**src/rtl/program_loader_pkg.sv**
```systemverilog
// Shared constants and types for the boot program loader: FSM encoding and byte-lane geometry.
package program_loader_pkg;

  localparam int unsigned LANES      = 4;
  localparam int unsigned BYTE_W     = 8;
  localparam int unsigned WORD_W     = LANES * BYTE_W;
  localparam int unsigned LANE_IDX_W = $clog2(LANES);

  typedef enum logic [1:0] {
    ST_IDLE    = 2'd0,
    ST_COLLECT = 2'd1,
    ST_WRITE   = 2'd2,
    ST_DONE    = 2'd3
  } state_t;

endpackage

```
**src/rtl/program_loader.sv**
```systemverilog
// Boot loader: packs a little-endian byte stream into 32-bit words and writes them
// to consecutive word addresses while holding the core in reset until the load completes.
module program_loader
  import program_loader_pkg::*;
#(
  parameter int unsigned ADDR_WIDTH  = 32,
  parameter int unsigned COUNT_WIDTH = 16
) (
  input  logic                   clk,
  input  logic                   reset,
  input  logic                   start,
  input  logic [ADDR_WIDTH-1:0]  base_addr,
  input  logic [COUNT_WIDTH-1:0] word_count,
  input  logic                   byte_valid,
  input  logic [BYTE_W-1:0]      byte_data,
  output logic                   byte_ready,
  output logic                   mem_write,
  output logic [ADDR_WIDTH-1:0]  mem_addr,
  output logic [WORD_W-1:0]      mem_data,
  input  logic                   mem_ready,
  output logic                   cpu_hold,
  output logic                   busy,
  output logic                   done
);

  state_t                  state, state_n;
  logic [LANE_IDX_W-1:0]   idx, idx_n;
  logic [ADDR_WIDTH-1:0]   addr, addr_n;
  logic [COUNT_WIDTH-1:0]  remaining, remaining_n;
  logic [WORD_W-1:0]       word, word_n;
  logic [ADDR_WIDTH-1:0]   mem_addr_n;
  logic [WORD_W-1:0]       mem_data_n;
  logic                    byte_ready_n, mem_write_n, cpu_hold_n, busy_n, done_n;
  logic                    accept_c;
  logic                    write_fire_c;

  assign accept_c     = byte_valid && byte_ready;
  assign write_fire_c = mem_write && mem_ready;

  // Next-state, datapath and next-output decode
  always_comb begin
    state_n     = state;
    idx_n       = idx;
    addr_n      = addr;
    remaining_n = remaining;
    word_n      = word;
    mem_addr_n  = mem_addr;
    mem_data_n  = mem_data;

    unique case (state)
      ST_IDLE: begin
        if (start) begin
          addr_n      = base_addr & ~ADDR_WIDTH'(3);
          remaining_n = word_count;
          idx_n       = '0;
          word_n      = '0;
          state_n     = (word_count == '0) ? ST_DONE : ST_COLLECT;
        end
      end

      ST_COLLECT: begin
        if (accept_c) begin
          for (int unsigned l = 0; l < LANES; l++) begin
            if (idx == LANE_IDX_W'(l)) word_n[l*BYTE_W +: BYTE_W] = byte_data;
          end
          if (idx == LANE_IDX_W'(LANES - 1)) begin
            mem_data_n = word_n;
            mem_addr_n = addr;
            idx_n      = '0;
            word_n     = '0;
            state_n    = ST_WRITE;
          end else begin
            idx_n = idx + LANE_IDX_W'(1);
          end
        end
      end

      ST_WRITE: begin
        // Address and data are held until the memory takes the word
        if (write_fire_c) begin
          addr_n      = addr + ADDR_WIDTH'(4);
          remaining_n = remaining - COUNT_WIDTH'(1);
          state_n     = (remaining == COUNT_WIDTH'(1)) ? ST_DONE : ST_COLLECT;
        end
      end

      ST_DONE: begin
        state_n = ST_DONE;
      end

      default: begin
        state_n = ST_IDLE;
      end
    endcase

    byte_ready_n = (state_n == ST_COLLECT);
    mem_write_n  = (state_n == ST_WRITE);
    busy_n       = (state_n == ST_COLLECT) || (state_n == ST_WRITE);
    done_n       = (state_n == ST_DONE);
    cpu_hold_n   = (state_n != ST_DONE);
  end

  // State and registered outputs
  always_ff @(posedge clk or negedge reset) begin
    if (!reset) begin
      state      <= ST_IDLE;
      idx        <= '0;
      addr       <= '0;
      remaining  <= '0;
      word       <= '0;
      mem_addr   <= '0;
      mem_data   <= '0;
      byte_ready <= 1'b0;
      mem_write  <= 1'b0;
      cpu_hold   <= 1'b1;
      busy       <= 1'b0;
      done       <= 1'b0;
    end else begin
      state      <= state_n;
      idx        <= idx_n;
      addr       <= addr_n;
      remaining  <= remaining_n;
      word       <= word_n;
      mem_addr   <= mem_addr_n;
      mem_data   <= mem_data_n;
      byte_ready <= byte_ready_n;
      mem_write  <= mem_write_n;
      cpu_hold   <= cpu_hold_n;
      busy       <= busy_n;
      done       <= done_n;
    end
  end

endmodule

```
**config.mk**
```make
export PLATFORM = sky130hd
export DESIGN_NAME = program_loader
export DESIGN_NICKNAME = d
export VERILOG_FILES = /design/src/rtl/program_loader_pkg.sv /design/src/rtl/program_loader.sv
export SDC_FILE = /design/constraint.sdc
export NUM_CORES = 1
export LEC_CHECK = 0
export CORE_MARGIN = 2
export CORE_UTILIZATION = 30
export CTS_BUF_LIST = sky130_fd_sc_hd__clkbuf_8
export DETAILED_ROUTE_END_ITERATION = 7
export MAX_ROUTING_LAYER = met4
export PLACE_DENSITY = 0.57
export SLEW_MARGIN = 20
export SYNTH_ARGS = -nofsm -noshare
export SYNTH_HDL_FRONTEND = slang
export SYNTH_SLANG_ARGS = --single-unit
```
**constraint.sdc**
```tcl
create_clock -name clk -period 4.65 [get_ports clk]
set_input_delay 0.93 -clock clk [delete_from_list [all_inputs] [get_ports clk]]
set_output_delay 0.93 -clock clk [all_outputs]
set_load 0.01 [all_outputs]
```
After elaboration in Yosys (flattened, before gate mapping)
Cells that the tools add are included.

storage, ports and cells
  register bits = 153
  input port bits = 61
  word-level logic and storage cells = 65

cells by class
  add/sub/neg operators = 3
  eq/ne operators = 14
  mux-type cells = 25
  reductions and logical operators = 11

operator list
  kind                   count
  $mux 32                5
  $pmux 32 s2            2
  $add 32x3->32 const B  1
  $mux 16                2
  $mux 8                 4
  $pmux 16 s2            1
  $mux 2                 9
  $eq 16x1->1 const B    1
  $logic_not 16->1       1
  $sub 16x1->16 const B  1
  $eq 2x2->1 const B     6
  $reduce_and 3->1       3
  $ne 2x2->1 const B     4
  $pmux 2 s4             1
  $eq 2x1->1 const B     3
  $logic_not 2->1        2
  $pmux 2 s2             1
  $reduce_bool 2->1      2
  $add 2x1->2 const B    1
  $logic_and 1x1->1      2
  $logic_or 1x1->1       1

Depth between registers and ports, before layout
  depth after elaboration = 6
  depth in mapped cells = 8

Worst setup path before layout
No wires, ideal clock.

  path kind = in2reg
  from = input port start
  to = register addr[19]
  setup time = 0.077 ns
  data arrival time = 2.178 ns
  data required time = 4.573 ns
  setup slack = 2.394 ns
  stages on the path = 7
  path buffers = 3
  cells stage by stage = or3b_2 > clkbuf_1 > o21ai_1 > buf_2 > buf_2 > a21oi_1 > a21oi_1

on the way
  longest elaborated chain between the ends = 2

ends and longest elaborated chain
  element                     line                   RTL
  start: declaration          program_loader.sv:11   input logic start,
  $ne 2x2->1 (no line)        -
  $reduce_and 3->1 (no line)  -
  end signal: assignment      program_loader.sv:121  addr <= addr_n;
  end: declaration            program_loader.sv:28   logic [ADDR_WIDTH-1:0] addr, addr_n;

Every way passes these cells.
A chain may end at the register's enable or synchronous reset.

Worst setup path in the final report
  from = input port start
  to = register remaining[5]

on the way
  longest elaborated chain between the ends = 2

ends and longest elaborated chain
  element                     line                   RTL
  $ne 2x2->1 (no line)        -
  $reduce_and 3->1 (no line)  -
  end signal: assignment      program_loader.sv:122  remaining <= remaining_n;
  end: declaration            program_loader.sv:29   logic [COUNT_WIDTH-1:0] remaining, remaining_n;

Every way passes these cells.

==> results.tsv <==
stage	metric	value	unit
pwr	internal_power	0.00322	W
hold_path	hold_depth	2	
pwr	switching_share	36.0	%
drt	routed_wl	18.0	mm
yosys	synth-seq-cells	141	
timing	rsz0062_at_grt	no	
drt	drt-pass1-iter-count	5	
clock_tree	cts.reportedPaths.clkPinSlew	0.08	ns
drt	viasPerCell	5.15	
critical_path	path_max_fanout	26	
layout	postLayoutCoreUtil	39.3	%
drt	ant_nets	0	
pwr	power	0.00503	W
global_routing	antenna_found_initial	1	
timing	slew_headroom	34.7	%
drt	routed-via-count	5409	
floorplanning	dieWidth	154	µm
pwr	combPwrFrac	37.0	%
floorplanning	rows	54	
pwr	leakagePower	3.56	nW
drt	routedWlPerCell	17.2	µm
timing	setup_viol	0	
timing	worst_pin_slew	0.971	ns
floorplanning	core	0.0220	mm²
critical_path	critPathLaunchType	input pin	
yosys	yosysUniqueCellTypes	61	
outcome	status	finished clean	
global_routing	grtUsageTotal	15.9	%
pwr	power_density	583	mW/mm²
place	place_area	0.00826	mm²
clock_tree	clock_latency	0.45	ns
clock_tree	htreeDepth	4	
layout	area_growth	27.9	%
critical_path	cp.arrival	3.05	ns
critical_path	rrSetupSlack	2.07	ns
timing	tns	0	ns
flow_run	maxCapViolCount	0	
hold_path	hp-class	reg -> reg	
place	io_buffers	125	
clock_tree	clockBufferDepth	2	
place	finalWeightedCongestion	0.849	
drt	drtIter0Drc	330	
timing	finalHoldViolCount	0	
critical_path	cp_data_required_time	4.95	ns
hold_path	min_to	mem_data[10]	
clock_tree	clock_sinks	141	
yosys	async_flop_share	100	%
critical_path	worst-setup-path-type	in -> reg	
global_routing	grt_overflow	0	
timing	hold_slack	0.480	ns
floorplanning	die_area	0.0237	mm²
global_routing	grt_pass1_vias	5179	
clock_tree	cts_root_buf	clkbuf_8	
layout	drive_gt1_share	12.1	%
clock_tree	cts_tree	built	
yosys	synth_ff_type	dfrtp_1	
critical_path	crit_path_end_kind	flip-flop	
yosys	syn_area	0.00675	mm²
timing	period_minus_slack	2.75	ns
pwr	pwr-share-seq	44.7	%
drt	drc_errors	0	
timing	fmax	363	MHz
clock_tree	holdBufCountCts	0	
floorplanning	die_height	154	µm
hold_path	min-delay-start	mem_data[10]	
critical_path	worst_r2r_path_depth	6	
global_routing	grt_max_degree	96	
pwr	pwr-share-clk	18.3	%
timing	period_share	59.2	%
place	hpwl	12.5	mm
yosys	syn_avg_cell_area	10.4	µm²
timing	drv_slew	0	
pwr	ir_drop	0.208	mV
yosys	ys_seq_area_share	52.3	%
timing	finClkSkew	0.0127	ns
clock_tree	post_cts_buffers	0	
yosys	syn_inst	647	
global_routing	grt_pass1_wl	29.0	mm
layout	layout.cell_area.non_filler	0.00863	mm²
floorplanning	start_util	30.7	%
layout	nets	828	
yosys	synth_edf_count	0	
clock_tree	cts_buffers	17	
layout	fillCellCount	2180	
yosys	yosysWarnings	0	
pwr	switching_power	0.00181	W
critical_path	rr_endpoint	addr[13]	
clock_tree	cts_resized	0	
floorplanning	ioPinCount	130	
critical_path	timing.rr.start	state[1]	
metal layers:
metal  vias to the layer above  wire, µm  global-route usage (%)
li1                       2620         -                       -
met1                      2603      8720                    22.3
met2                       173      8110                    23.6
met3                        13      1030                    3.61
met4                         0       177                    3.60
met5                         -         0                       -
power by group through the flow:
stage / Sequential [W] / Combinational [W] / Clock (W)
floorplan: 0.00226 / 0.000966 / 0
global placement: 0.00226 / 0.00186 / 0
detailed placement: 0.00227 / 0.00188 / 0
CTS: 0.00225 / 0.00189 / 0.000960
global route: 0.00235 / 0.00205 / 0.00101
finish: 0.00225 / 0.00186 / 0.000923
cells in the final DEF (no fill, tap or decap), drive strengths merged, types with 3 or more instances in the layout:
cell type	n
o21ai	55
a21oi	49
a31oi	4
o32ai	7
nand2b	5
nand3	28
or3	3
and3	13
o22a	3
nor2	30
dfrtp	140
o21a	3
o22ai	10
a21o	3
nand4	5
clkinvlp	3
o311ai	3
mux2i	24
clkbuf	17
and2	4
nor4	9
nor3	19
a22o	24
clkdlybuf4s50	124
or4	3
buf	9
a211oi	3
a2bb2oi	3
mux2	37
inv	12
o2bb2ai	3
nand2	59
clkinv	8
a311oi	5
ha	11
nor3b	4
o31ai	3
o211ai	3
Yosys cell counts, types with 5 or more instances:
library cell | count | area [µm²]
o21ai_0 | 50 | 250
o22ai_1 | 10 | 62.6
nand2b_1 | 5 | 31.3
a22o_1 | 24 | 210
nor3_1 | 18 | 90.1
a21oi_1 | 49 | 245
nand3_1 | 27 | 135
nand2_1 | 59 | 221
ha_1 | 11 | 138
nor4_1 | 7 | 43.8
o32ai_1 | 7 | 61.3
mux2i_1 | 24 | 240
inv_1 | 9 | 33.8
and3_1 | 13 | 81.3
buf_2 | 8 | 40.0
mux2_2 | 37 | 417
clkbuf_1 | 30 | 113
nor2_1 | 30 | 113
a311oi_1 | 5 | 43.8
dfrtp_1 | 140 | 3500
critical path: stages:
cell and delay (ns):
clkdlybuf4s50_1 0.52, or3b_2 0.59, o21ai_4 0.31, buf_4 0.39, o21ai_0 0.14, nand2_1 0.08, o21ai_0 0.07
how the worst max path moves through the flow:
stage,from,end,slack (ns),cells after the start
global placement,start,remaining[5],1.44,7
global route,start,addr[31],1.77,8
CTS,start,remaining[5],1.92,7
floorplan,start,addr[19],2.39,7
detailed placement,start,remaining[8],1.44,6
finish,start,remaining[5],1.90,7
cells by family after synthesis:
logic type,count (synthesis),share of synthesized area [%]
multiplexers,61,9.74
flip-flops,141,52.3
AO/OA/AOI/OAI,189,18.1
AND/OR/NAND/NOR,191,14.4
adder cells (fa/ha/maj),11,2.04
buffers and inverters,53,3.32
other,1,0.0556
state kept, by name, summed over array words and instances, names as in the netlist:
signal and flops:
word 24, mem_addr 30, done 1, busy 1
byte_ready 1, mem_data 32, state 2, addr 30
cpu_hold 1, idx 2, mem_write 1, remaining 16
cell type report:
type | count | area [µm²] | share of cell area (%)
repair buffers | 133 | 1330 | 15.4
multi-input cells | 454 | 3020 | 35.0
flip-flops and latches | 141 | 3530 | 40.9
diodes | 1 | 2.50 | 0.0290
clock buffers | 17 | 234 | 2.71
well taps | 280 | 350 | 4.06
clock inverters | 15 | 128 | 1.48
inverters | 9 | 33.8 | 0.392
metrics by stage:
stage	setup slack (ns)	std cells
after floorplan	2.39	648
after global placement	1.44	1017
after detailed placement	1.44	1017
after CTS	1.92	1049
after global routing	1.77	1050
final	1.90	1050
(Power assumes the default switching activity.)
